$ cat src/rtl/counter_wrap.sv
// Enable-gated WIDTH-bit up-counter wrapping modulo 2**WIDTH, with a
// selectable incrementer micro-architecture (behavioural, ripple, prefix).
module counter_wrap #(
    parameter int unsigned WIDTH          = 4,
    parameter int unsigned IMPLEMENTATION = 0
) (
    input  logic             clk,
    input  logic             rst,
    input  logic             ena,
    output logic [WIDTH-1:0] cnt
);

    logic [WIDTH-1:0] sum;

    generate
        if (WIDTH < 1 || WIDTH > 64) begin : g_bad_width
            $error("counter_wrap: WIDTH must be in 1..64");
        end

        if (IMPLEMENTATION == 0) begin : g_behav
            assign sum = cnt + WIDTH'(1);
        end else if (IMPLEMENTATION == 1) begin : g_ripple
            logic [WIDTH-1:0] carry;
            always_comb begin
                carry    = '0;
                carry[0] = 1'b1;
                for (int unsigned i = 1; i < WIDTH; i++) begin
                    carry[i] = cnt[i-1] & carry[i-1];
                end
            end
            assign sum = cnt ^ carry;
        end else if (IMPLEMENTATION == 2) begin : g_prefix
            localparam int unsigned LEVELS = $clog2(WIDTH);
            logic [WIDTH-1:0] pre [0:LEVELS];
            // Level 0 holds {cnt, 1} shifted up one bit, so the inclusive
            // prefix-AND at bit i is directly the carry into bit i.
            always_comb begin
                for (int unsigned k = 0; k <= LEVELS; k++) begin
                    pre[k] = '0;
                end
                pre[0][0] = 1'b1;
                for (int unsigned i = 1; i < WIDTH; i++) begin
                    pre[0][i] = cnt[i-1];
                end
                for (int unsigned k = 0; k < LEVELS; k++) begin
                    for (int unsigned i = 0; i < WIDTH; i++) begin
                        if (i >= (32'd1 << k)) begin
                            pre[k+1][i] = pre[k][i] & pre[k][i - (32'd1 << k)];
                        end else begin
                            pre[k+1][i] = pre[k][i];
                        end
                    end
                end
            end
            assign sum = cnt ^ pre[LEVELS];
        end else begin : g_bad_impl
            $error("counter_wrap: IMPLEMENTATION must be 0, 1 or 2");
            assign sum = cnt;
        end
    endgenerate

    always_ff @(posedge clk) begin
        if (rst) begin
            cnt <= '0;
        end else if (ena) begin
            cnt <= sum;
        end
    end

endmodule

$ cat config.mk
export PLATFORM = sky130hd
export DESIGN_NAME = counter_wrap
export DESIGN_NICKNAME = d
export VERILOG_FILES = /design/src/rtl/counter_wrap.sv
export SDC_FILE = /design/constraint.sdc
export NUM_CORES = 1
export LEC_CHECK = 0
export BUFFER_PORTS_ARGS = -buffer_cell sky130_fd_sc_hd__buf_2
export CORE_AREA = 4 4 41 43
export DETAILED_ROUTE_END_ITERATION = 8
export DIE_AREA = 0 0 45 47
export GPL_ROUTABILITY_DRIVEN = 1
export SLEW_MARGIN = 40
export SYNTH_ARGS = -nofsm -noshare
export SYNTH_HDL_FRONTEND = slang
export SYNTH_SLANG_ARGS = --single-unit
$ cat constraint.sdc
create_clock -name clk -period 1 [get_ports clk]
set_input_delay 0.2 -clock clk [delete_from_list [all_inputs] [get_ports clk]]
set_output_delay 0.2 -clock clk [all_outputs]
set_load 0.01 [all_outputs]
==> impl_metrics.yaml <==
logic_synthesis:
  syn_nets: 20
  synth_top_area_share_pct: 44.8
  ys_types: 11
  yosysWarnings: 0
  yosysSeqAreaShare_pct: 44.8
  syn_avg_cell_area_um2: 11.2
  synthCells: 16
  synth_area_leaders: "dfxtp_1 (45%), mux2_4 (8.4%), ha_1 (7.0%)"
  yosysTopAreaCell: "dfxtp_1"
  synth_area_um2: 179
  ys_seq_elements: 4
route:
  drc_errors: 0
  wl_per_cell_um: 8.95
  drtPass1Iterations: 2
  antenna_left: 0
  vias: 158
  viasPerCell: 3.85
  drt-total-wl_um: 367
  drt_iter0_markers: 3
grt:
  overflow: 0
  grt_max_degree: 6
  grt_pass1_wl_um: 641
  grtUsageTotal_pct: 4.89
  antenna_found_initial: 0
  grt_pass1_vias: 152
clock_tree:
  h-tree-depth: 1
  cts.sinks: 4
  clockBufferDepth: 2
  cts_tree: "built"
  cts_root_buf: "clkbuf_4"
  clkLatencyLatePin_ns: 0.23
  clkSlewWorstSetupHoldPaths_ns: 0.04
  cts_inserted_buffers: 3
power_and_ir_drop:
  power.density_nw_per_um2: 1590
  cellLeakagePower_uw: 0.000135
  finalPower_uw: 434
  ir_worst_vdd_mv: 0.535
layout:
  final_area_um2: 273
  final_common_cell: "buf_2"
  num_antenna_cells: 0
  nFillCells: 156
  largest_reg_flops: 4
  final_core_util_pct: 21.0
  final_cell_mix: "buf_2 (5), nor2_1 (3), clkbuf_4 (3)"
  area_growth_pct: 52.4
  drive_gt1_share_pct: 61.5
  stdcell_count: 41
  reg.largest.list: "cnt x4"
  regMostFlops: "cnt"
  num-nets-final: 32
place:
  placed_cells: 38
  dpl-instance-area_um2: 235
  portBuffers: 6
  dp_worst_setup_slack_ns: 0.0663
  gp_congestion: 0.660
sta:
  slew_headroom_pct: 91.5
  finalCriticalPeriod_ns: 0.967
  final.period_utilization_pct: 96.7
  slew_viol_final: 0
  final-setup-viol-count: 0
  finalHoldViolCount: 0
  setup_slack_ns: 0.0332
  worst_slew_pin_slew_ns: 0.124
  clock_skew_ns: 0.00219
  rsz0062_at_grt: "yes"
  fmax_mhz: 1030
run_status:
  status: "finished clean"
floorplan:
  std_cell_rows: 13
  io_pins: 7
  dieArea_um2: 2120
  die_h_um: 47
  start_util_pct: 13.8
  die_w_um: 45
  coreArea_um2: 1300
critical_path:
  required_ns: 1.12
  cp-end-kind: "register"
  path_class: "register to register"
  cp_max_fo: 4
  r2r_cells: 3
  cp.arrival_ns: 1.09
  start_kind: "register"
hold_path:
  worstHoldPathCells: 2
  min_path_type: "primary input to register"
job:
  drv_cap: 0
==> cell families after synthesis <==
kind of cell,Yosys count,share of synthesized area (%)
compound gates,2,8.39
xor+xnor,1,4.90
fa+ha+maj,1,6.99
flops,4,44.8
simple gates,6,21.0
mux,2,14.0
==> cells in the mapped netlist, drive strengths merged <==
master,count
nand3b,1
a21oi,1
dfxtp,4
ha,1
nor2b,1
nand4,1
mux2,1
mux2i,1
nor2,3
a21bo,1
xnor2,1
==> stage by stage <==
stage,TNS [ns],hold slack [ns]
6_report,0,0.187
3_5_place_dp,0,0.436
4_1_cts,0,0.181
2_1_floorplan,0,0.269
5_1_grt,-0.00128,0.197
3_3_place_gp,0,0.439
==> critical path, cell delays in order (launching register included) <==
cell and delay [ns]:
dfxtp_4 0.36, buf_4 0.10, nand4_2 0.10, mux2_4 0.30
==> routing by layer <==
metal / up-vias / wire, um / global-route usage, % / share of wire [%]
met1: 72 / 153 / 4.52 / 42
met2: 8 / 158 / 5.93 / 43
met3: 0 / 55 / 5.75 / 15
met5: - / 0 / 0 / 0
met4: 0 / 0 / 3.51 / 0
li1: 78 / - / - / -
==> final timing paths <==
path                             from             endpoint  slack, ns
setup reg to reg  cnt[0]$_SDFFE_PP0P_  cnt[3]$_SDFFE_PP0P_       0.03
setup / recovery  cnt[0]$_SDFFE_PP0P_  cnt[3]$_SDFFE_PP0P_       0.03
hold / removal                    rst  cnt[2]$_SDFFE_PP0P_       0.19
hold reg to reg   cnt[0]$_SDFFE_PP0P_  cnt[0]$_SDFFE_PP0P_       0.52
==> final cells by class <==
type	instances	area (um^2)	area share, %
clock buffers	3	22.5	8.26
multi-input cells	12	103	37.6
flip-flops and latches	4	85.1	31.2
well taps	15	18.8	6.88
repair buffers	7	43.8	16.1
==> power breakdown <==
group	switching, uW	total, uW	internal, uW
Clock	63.9	198	134
Combinational	23.9	54.5	30.6
Sequential	10.6	181	171
==> repair_timing <==
item	in CTS	in global routing
pin swaps	0	0
buffers inserted	1	0
resized for setup	2	3
setup endpoints to repair	1	3
hold buffers	0	0
endpoints found under the hold margin	0	0
No activity file was read; power rests on OpenSTA's default activity.
